==> src/rtl/instruction_fetch.sv <==
// Wishbone classic read master feeding a small prefetch FIFO of {pc, instruction}
// entries to the decode stage, with redirect flush and sticky bus-fault reporting.
module instruction_fetch #(
  parameter int unsigned                ADDRESS_WIDTH = 32,
  parameter int unsigned                DATA_WIDTH    = 32,
  parameter logic [ADDRESS_WIDTH-1:0]   RESET_PC      = '0,
  parameter int unsigned                FIFO_DEPTH    = 2,
  parameter int unsigned                MAX_RETRY     = 15
) (
  input  logic                     clk_i,
  input  logic                     rst_i,
  output logic [ADDRESS_WIDTH-1:0] adr_o,
  input  logic [DATA_WIDTH-1:0]    dat_i,
  output logic [3:0]               sel_o,
  output logic                     we_o,
  output logic                     cyc_o,
  output logic                     stb_o,
  input  logic                     ack_i,
  input  logic                     err_i,
  input  logic                     rty_i,
  output logic [DATA_WIDTH-1:0]    instr_o,
  output logic [ADDRESS_WIDTH-1:0] pc_o,
  output logic                     valid_o,
  input  logic                     ready_i,
  input  logic                     redirect_i,
  input  logic [ADDRESS_WIDTH-1:0] redirect_pc_i,
  output logic                     fault_o,
  output logic [ADDRESS_WIDTH-1:0] fault_addr_o
);

  localparam int unsigned PW = (FIFO_DEPTH > 1) ? $clog2(FIFO_DEPTH) : 1;
  localparam int unsigned CW = PW + 1;
  localparam int unsigned RW = $clog2(MAX_RETRY + 2);
  localparam logic [ADDRESS_WIDTH-1:0] PC_MASK = ~ADDRESS_WIDTH'(3);

  typedef enum logic [1:0] {
    S_IDLE,
    S_FETCH,
    S_FAULT
  } state_t;

  state_t                   state_q, state_d;
  logic                     stb_q, stb_d;
  logic [ADDRESS_WIDTH-1:0] adr_q;
  logic [CW-1:0]            cnt_q, next_cnt;
  logic [PW-1:0]            rd_q, wr_q;
  logic [RW-1:0]            retry_q;
  logic                     fault_q;
  logic [ADDRESS_WIDTH-1:0] fault_adr_q;
  logic [DATA_WIDTH-1:0]    last_instr_q;
  logic [ADDRESS_WIDTH-1:0] last_pc_q;
  logic [DATA_WIDTH-1:0]    mem_data [FIFO_DEPTH];
  logic [ADDRESS_WIDTH-1:0] mem_pc   [FIFO_DEPTH];

  logic valid, retry_max, do_push, do_pop, do_fault, do_retry, space;

  // Redirect squashes every same-edge bus response and pop; err wins over ack.
  always_comb begin
    valid     = (cnt_q != '0);
    retry_max = (retry_q == RW'(MAX_RETRY));
    do_push   = ~redirect_i & stb_q & ack_i & ~err_i;
    do_retry  = ~redirect_i & stb_q & rty_i & ~ack_i & ~err_i & ~retry_max;
    do_fault  = ~redirect_i & stb_q & (err_i | (rty_i & ~ack_i & retry_max));
    do_pop    = ~redirect_i & valid & ready_i;
    next_cnt  = cnt_q + CW'(do_push) - CW'(do_pop);
    space     = (next_cnt < CW'(FIFO_DEPTH));
  end

  always_comb begin
    state_d = state_q;
    stb_d   = 1'b0;
    if (redirect_i) begin
      state_d = S_IDLE;
    end else begin
      case (state_q)
        S_IDLE: begin
          state_d = S_FETCH;
          stb_d   = space;
        end
        S_FETCH: begin
          if (do_fault) state_d = S_FAULT;
          else          stb_d   = space;
        end
        S_FAULT: state_d = S_FAULT;
        default: state_d = S_IDLE;
      endcase
    end
  end

  always_ff @(posedge clk_i or posedge rst_i) begin
    if (rst_i) begin
      state_q <= S_IDLE;
      stb_q   <= 1'b0;
    end else begin
      state_q <= state_d;
      stb_q   <= stb_d;
    end
  end

  always_ff @(posedge clk_i or posedge rst_i) begin
    if (rst_i) begin
      adr_q       <= RESET_PC & PC_MASK;
      cnt_q       <= '0;
      rd_q        <= '0;
      wr_q        <= '0;
      retry_q     <= '0;
      fault_q     <= 1'b0;
      fault_adr_q <= '0;
    end else if (redirect_i) begin
      adr_q       <= redirect_pc_i & PC_MASK;
      cnt_q       <= '0;
      rd_q        <= '0;
      wr_q        <= '0;
      retry_q     <= '0;
      fault_q     <= 1'b0;
      fault_adr_q <= '0;
    end else begin
      cnt_q <= next_cnt;
      if (do_push) begin
        wr_q    <= wr_q + PW'(1);
        adr_q   <= adr_q + ADDRESS_WIDTH'(4);
        retry_q <= '0;
      end
      if (do_retry) retry_q <= retry_q + RW'(1);
      if (do_fault) begin
        fault_q     <= 1'b1;
        fault_adr_q <= adr_q;
      end
      if (do_pop) rd_q <= rd_q + PW'(1);
    end
  end

  always_ff @(posedge clk_i) begin
    if (do_push) begin
      mem_data[wr_q] <= dat_i;
      mem_pc[wr_q]   <= adr_q;
    end
  end

  // Shadow of the displayed head so the outputs freeze when the FIFO empties.
  always_ff @(posedge clk_i or posedge rst_i) begin
    if (rst_i) begin
      last_instr_q <= '0;
      last_pc_q    <= '0;
    end else if (valid) begin
      last_instr_q <= mem_data[rd_q];
      last_pc_q    <= mem_pc[rd_q];
    end
  end

  assign adr_o        = adr_q;
  assign sel_o        = 4'hF;
  assign we_o         = 1'b0;
  assign cyc_o        = stb_q;
  assign stb_o        = stb_q;
  assign valid_o      = valid;
  assign instr_o      = valid ? mem_data[rd_q] : last_instr_q;
  assign pc_o         = valid ? mem_pc[rd_q]   : last_pc_q;
  assign fault_o      = fault_q;
  assign fault_addr_o = fault_adr_q;

endmodule
==> config.mk <==
export PLATFORM = sky130hd
export DESIGN_NAME = instruction_fetch
export DESIGN_NICKNAME = d
export VERILOG_FILES = /design/src/rtl/instruction_fetch.sv
export SDC_FILE = /design/constraint.sdc
export NUM_CORES = 1
export LEC_CHECK = 0
export CAP_MARGIN = 15
export CORE_ASPECT_RATIO = 2
export CORE_MARGIN = 4
export CORE_UTILIZATION = 55
export DETAILED_ROUTE_END_ITERATION = 7
export PLACE_DENSITY = 0.93
export SLEW_MARGIN = 25
export SYNTH_ARGS = -nofsm -noshare
export SYNTH_HDL_FRONTEND = slang
export SYNTH_SLANG_ARGS = --single-unit
==> constraint.sdc <==
create_clock -name clk_i -period 8.15 [get_ports clk_i]
set_input_delay 0.815 -clock clk_i [delete_from_list [all_inputs] [get_ports clk_i]]
set_output_delay 0.815 -clock clk_i [all_outputs]
set_load 0.02 [all_outputs]
; Yosys cells after proc, flatten, opt, wreduce, memory -nomap -nowiden
; Memories as Yosys holds them, arrays and structs flattened.
; Index checks and enable logic that the tools add are counted.
[totals]
reg_bits = 141
mem_bits_rw = 128
out_inout_bits = 137
mem_count = 2
[mem_list]
columns = name, depth, word_bits, read_ports, rd_ports_with_merged_regs, wr, line
row1 = mem_data, 2, 32, 1, 0, 1, 52  ; logic [DATA_WIDTH-1:0] mem_data [FIFO_DEPTH];
row2 = mem_pc, 2, 32, 1, 0, 1, 53  ; logic [ADDRESS_WIDTH-1:0] mem_pc [FIFO_DEPTH];
[op_classes]
n_addsub = 6
n_lt_le_gt_ge = 1
eq_ne = 4
muxes = 24
bitwise_logic = 17
reduce_logical = 6
[op_table]
columns = op, n
row1 = $mux 32, 6
row2 = $add 32x3->32 const B, 1
row3 = $mux 5, 3
row4 = $and 1x1->1, 12
row5 = $mux 1, 10
row6 = $reduce_bool 2->1, 4
row7 = $mux 2, 3
row8 = $pmux 2 s3, 1
row9 = $add 5x1->5 const B, 1
row10 = $eq 5x4->1 const B, 1
row11 = $not 1->1, 4
row12 = $ne 3x3->1 const B, 1
row13 = $reduce_bool 3->1, 1
row14 = $add 1x1->1 const B, 2
row15 = $add 2x1->2, 1
row16 = $eq 2x1->1 const B, 1
row17 = $eq 2x2->1 const B, 1
row18 = $logic_not 2->1, 1
row19 = $lt 2x2->1 const B, 1
row20 = $pmux 1 s2, 1
row21 = $sub 2x1->2, 1
row22 = $or 1x1->1, 1

; Logic depth before layout (Yosys ltp)
[depth]
ltp_word = 10
depth_mapped = 11
mapped_depth_nobuf = 11

; Worst setup path before layout
; OpenSTA, ideal clock, no wires.
[synth_path]
path_kind = input-to-reg
from = in err_i
to = mem mem_data[0][0] (enable)
setup_time_ns = 0.482
arrival_time_ns = 3.973
required_time_ns = 7.668
path_slack_ns = 3.695
path_stages = 4
path_buffers = 0
cell_sequence = nand2b_4 > nor3b_4 > inv_2 > nor2_1
[synth_via]
elab_chain_cells = 4
[synth_lines]
columns = item, line
row1 = start: declaration, 19  ; input logic err_i,
row2 = $not 1->1, 61  ; do_push = ~redirect_i & stb_q & ack_i & ~err_i;
row3 = $and 1x1->1, 61
row4 = $mux 1, 134  ; if (do_push) begin
row5 = $mux 1 (implied by the code), 135  ; mem_data[wr_q] <= dat_i;
row6 = end: declaration, 52
; No other way between the ends.

; Worst setup path after layout
[layout_path]
from = reg rd_q
to = out pc_o[11]
[layout_via]
elab_chain_cells = 2
[layout_lines]
columns = item, line
row1 = start: declaration, 46  ; logic [PW-1:0] rd_q, wr_q;
row2 = start signal: assignment, 129  ; if (do_pop) rd_q <= rd_q + PW'(1);
row3 = $mem_v2 2x32, n/a
row4 = $mux 32, n/a
row5 = end: declaration, 22  ; output logic [ADDRESS_WIDTH-1:0] pc_o,
; No other way between the ends.

==> results by stage <==
Floorplan:
- Pin placement for this block handled 208 I/O pins.
- The effective utilization at floorplan is 56.2%.
- Measured along the y axis, the die boundary spans 202 um.
- After floorplanning, the core was divided into 70 placement rows.
- The die is 105 um wide.
- The core box area is 18400 sq um.
- The die footprint is 21200 sq um.

Detailed routing:
- The residual antenna-violating net count after detailed routing is 0.
- In this run, the number of DRC markers left after iteration 0 of detailed routing was 435.
- The mean number of vias per cell is 5.83.
- The routed design has 24900 um of wire.
- The count of vias placed by the detailed router is 7152.
- The first TritonRoute pass finished after 5 iterations.
- Dividing the detail-routed wire length by the instance count gives 20.3 um.
- The number of DRC violations after detailed routing is 0.

Critical path:
- The worst register-to-register path has a depth of 12.
- Data arrives at the worst endpoint at 2.75 ns.
- The launch point of the worst path is rd_q.
- At the worst endpoint, the required time is 7.34 ns.
- The category of the worst setup path launch point is a flip-flop.
- In this run the register-to-register setup slack is 5.44 ns.
- The endpoint of the lowest-slack register-to-register path is cyc_o.
- The critical path capture point is pc_o[11].
- The critical path capture point type is an output pin.
- The category of the critical setup timing path is reg2out.
- The startpoint of the lowest-slack register-to-register path is cnt_q[1].
- The largest driver fanout on the critical path is 35.

GRT:
- Global routing finished with a remaining overflow of 0.
- The initial antenna violation count was 1.
- The via count of the first global-routing pass was 7457.
- Entering global routing, the biggest net connects 128 pins.
- Global routing used 23.5% of the available tracks.
- The first-pass GRT wire length is 39700 um.

Cells and area:
- Once layout is done, the placed cells without fillers occupy 13300 sq um.
- The signed area change from the synthesized netlist to the final layout is 28.2%.
- The share of layout cells above drive strength 1 is 5.35%.
- For this run, the post-layout net count is 1073.

STA:
- In the post-route analysis, the smallest setup slack over all paths is 4.58 ns.
- The number of endpoints with negative hold slack in the final report is 0.
- The worst-case clock skew is 0.0133 ns.
- The number of setup violations in the final report is 0.
- Summed over all failing endpoints, the final setup total negative slack is 0 ns.
- Measured against its own limit, the worst slew margin works out to 33.7%.
- The final max-slew violation count is 0.
- The transition time at the pin with the least slew margin is 0.986 ns.
- The shortest period the worst path allows is 3.57 ns.
- The maximum clock frequency is 0.280 GHz.
- Setup repair after global routing left no endpoint under its margin.
- Hold timing on the final database bottoms out at a slack of 0.481 ns.
- The worst path uses 43.7% of the clock period.

Power and ir drop:
- Dividing total power by cell area gives a power density of 294 nW/um^2.
- The leakage dissipation is 5.17 nW.
- The worst-case IR drop observed on VDD is 0.185 mV.
- The power after layout is 3.89 mW.

Yosys:
- Counting flops with a built-in enable in the synthesized netlist gives 124.
- Sequential cells were found to cover 69.4% of the synthesized design area.
- The synthesized netlist contains 48 unique library cells.
- A synthesized cell averages 12.7 sq um.
- The synthesis-stage register bit count is 262.
- The gate count after technology mapping is 812.
- The async set-or-reset flop fraction in the synthesized netlist is 52.7%.
- The mapped cell area is 10300 sq um.
- The yosys synthesis warning count is 0.
- The flip-flop cell with the highest count after synthesis is sky130_fd_sc_hd__dfrtp_1.

Clock tree:
- Clock tree synthesis selected as its root buffer the cell sky130_fd_sc_hd__clkbuf_16.
- In this run the number of H-tree levels came out at 1.
- The CTS tree is yes.
- Buffers added to address setup during post-CTS repair amount to 0.
- The CTS buffer count is 22.
- The clock transition at the register clock pins on the worst setup and hold paths after CTS is 0.07 ns.
- Clock latency on the worst-skew pair, taken at its later pin, is 0.50 ns.
- Counting every sink on the clock net gives 262.
- In this run the deepest clock path goes through 3 buffers.
- In this run, post-CTS hold repair placed 0 buffers.
- The total of cells resized after clock tree synthesis is 0.

Placement:
- Once placement finished, the instance area stood at 12500 sq um.
- The HPWL after detailed placement is 16500 um.
- At the end of routability-driven placement, the weighted congestion stood at 0.835.
- OpenSTA, run right after detailed placement, puts the worst setup slack at 4.83 ns.
- The number of buffers inserted by port buffering is 198.

Worst hold path:
- The class of the most critical hold timing path is reg2reg.

Outcome:
- The flow ran to the end, and the final reports show no timing, DRC or antenna violations.

Job:
- Across the run, the number of max-cap violations was 0.
## cells in the mapped netlist, types with 2 or more instances
master                       n  area share, %
sky130_fd_sc_hd__a21o_1      2           0.15
sky130_fd_sc_hd__a21oi_1     3           0.15
sky130_fd_sc_hd__a31oi_1     5           0.30
sky130_fd_sc_hd__and2_1      5           0.30
sky130_fd_sc_hd__and3_1      3           0.18
sky130_fd_sc_hd__and3b_1     2           0.17
sky130_fd_sc_hd__and4_1      5           0.42
sky130_fd_sc_hd__buf_1       7           0.25
sky130_fd_sc_hd__buf_4       9           0.65
sky130_fd_sc_hd__clkbuf_1   36            1.3
sky130_fd_sc_hd__conb_1      2          0.073
sky130_fd_sc_hd__dfrtp_1   138             33
sky130_fd_sc_hd__edfxtp_1  124             36
sky130_fd_sc_hd__ha_1        8           0.97
sky130_fd_sc_hd__inv_1      13           0.47
sky130_fd_sc_hd__inv_2       2          0.073
sky130_fd_sc_hd__mux2i_1    65            6.3
sky130_fd_sc_hd__nand2_1   152            5.5
sky130_fd_sc_hd__nand3_1    49            2.4
sky130_fd_sc_hd__nand4_1     7           0.42
sky130_fd_sc_hd__nor2_1     13           0.47
sky130_fd_sc_hd__nor2b_1     2           0.12
sky130_fd_sc_hd__nor3_1      4           0.19
sky130_fd_sc_hd__nor4_1      5           0.30
sky130_fd_sc_hd__o211ai_1    7           0.51
sky130_fd_sc_hd__o21ai_0    89            4.3
sky130_fd_sc_hd__o311ai_0   11           0.93
sky130_fd_sc_hd__or3_1       3           0.18
sky130_fd_sc_hd__or4_1       9           0.65
sky130_fd_sc_hd__xnor2_1     9           0.76
sky130_fd_sc_hd__xor2_1      6           0.51
## cells in the final DEF (no fill, tap or decap), drive strengths merged, types with 4 or more instances in the layout
| master | count |
|---|---|
| ha | 8 |
| nand4 | 7 |
| and2 | 5 |
| o211ai | 7 |
| bufinv | 4 |
| nor2 | 13 |
| nor3 | 4 |
| clkdlybuf4s50 | 197 |
| a31oi | 5 |
| nand3 | 49 |
| o311ai | 11 |
| mux2i | 65 |
| and4 | 5 |
| edfxtp | 124 |
| clkbuf | 30 |
| xnor2 | 9 |
| clkinv | 4 |
| or4 | 10 |
| inv | 16 |
| conb | 7 |
| buf | 8 |
| nor4 | 5 |
| nand2 | 152 |
| dfrtp | 138 |
| xor2 | 6 |
| o21ai | 89 |
## flip-flops by register name (all words and copies together) (netlist names)
name	flops
last_pc_q	32
rd_q	1
cnt_q	2
cyc_o	1
retry_q	5
adr_o	30
state_q	2
fault_o	1
mem_pc	60
last_instr_q	32
wr_q	1
mem_data	64
fault_addr_o	31
## logic make-up (layout without fill, tap and decap cells)
family	Yosys count	after routing	share of synthesized area [%]
mux	65	65	6.29
compound gates	126	126	7.08
fa+ha+maj	8	8	0.968
xor+xnor	15	15	1.27
simple gates	267	267	12.1
flops	262	262	69.4
buf+inv	67	260	2.76
other cells	2	8	0.0726
## worst min-delay path by stage
stage                  start       endpoint  depth (start not counted)
3_3_place_gp      retry_q[4]     retry_q[4]                          2
4_1_cts           retry_q[4]     retry_q[4]                          2
2_1_floorplan     retry_q[4]     retry_q[4]                          2
5_1_grt        last_pc_q[30]  last_pc_q[30]                          2
3_5_place_dp    last_pc_q[1]   last_pc_q[1]                          1
6_report        last_pc_q[1]   last_pc_q[1]                          1
## per-layer routing
layer | track usage (%) | vias up | part of all wire (%)
met5 | 0 | - | 0
met4 | 10.2 | 0 | 4.3
met3 | 3.29 | 67 | 5.4
met2 | 42.3 | 308 | 54
met1 | 27.7 | 3515 | 36
li1 | - | 3262 | -
## area by class of cell
cell class	instances	area, sq um
flip-flops and latches	262	7180
clock inverters	10	156
multi-input cells	488	2920
inverters	15	61.3
diodes	1	2.50
repair buffers	205	2050
fillers	1199	5140
clock buffers	30	612
well taps	216	270
## report_power, final
group,total [mW],internal (mW),leakage [nW],switching [mW]
sequential,1.69,1.58,2.89,0.105
clock,1.12,0.657,0.375,0.462
combinational,1.09,0.465,1.91,0.623
total,3.89,2.70,5.17,1.19
## metrics by stage
| step | utilization, % | std cells |
|---|---|---|
| after CTS | 72.0 | 1226 |
| after global placement | 67.7 | 1185 |
| final | 72.0 | 1227 |
| after global routing | 72.0 | 1227 |
| after detailed placement | 67.8 | 1186 |
| after floorplan | - | 817 |
## worst max-delay path: stages, from the launching register on
cell and delay [ns]:
sky130_fd_sc_hd__dfrtp_4 0.77, sky130_fd_sc_hd__buf_16 0.32, sky130_fd_sc_hd__mux2i_1 0.11, sky130_fd_sc_hd__o21ai_0 0.35, sky130_fd_sc_hd__clkdlybuf4s50_1 0.69
(Power assumes the default switching activity.)
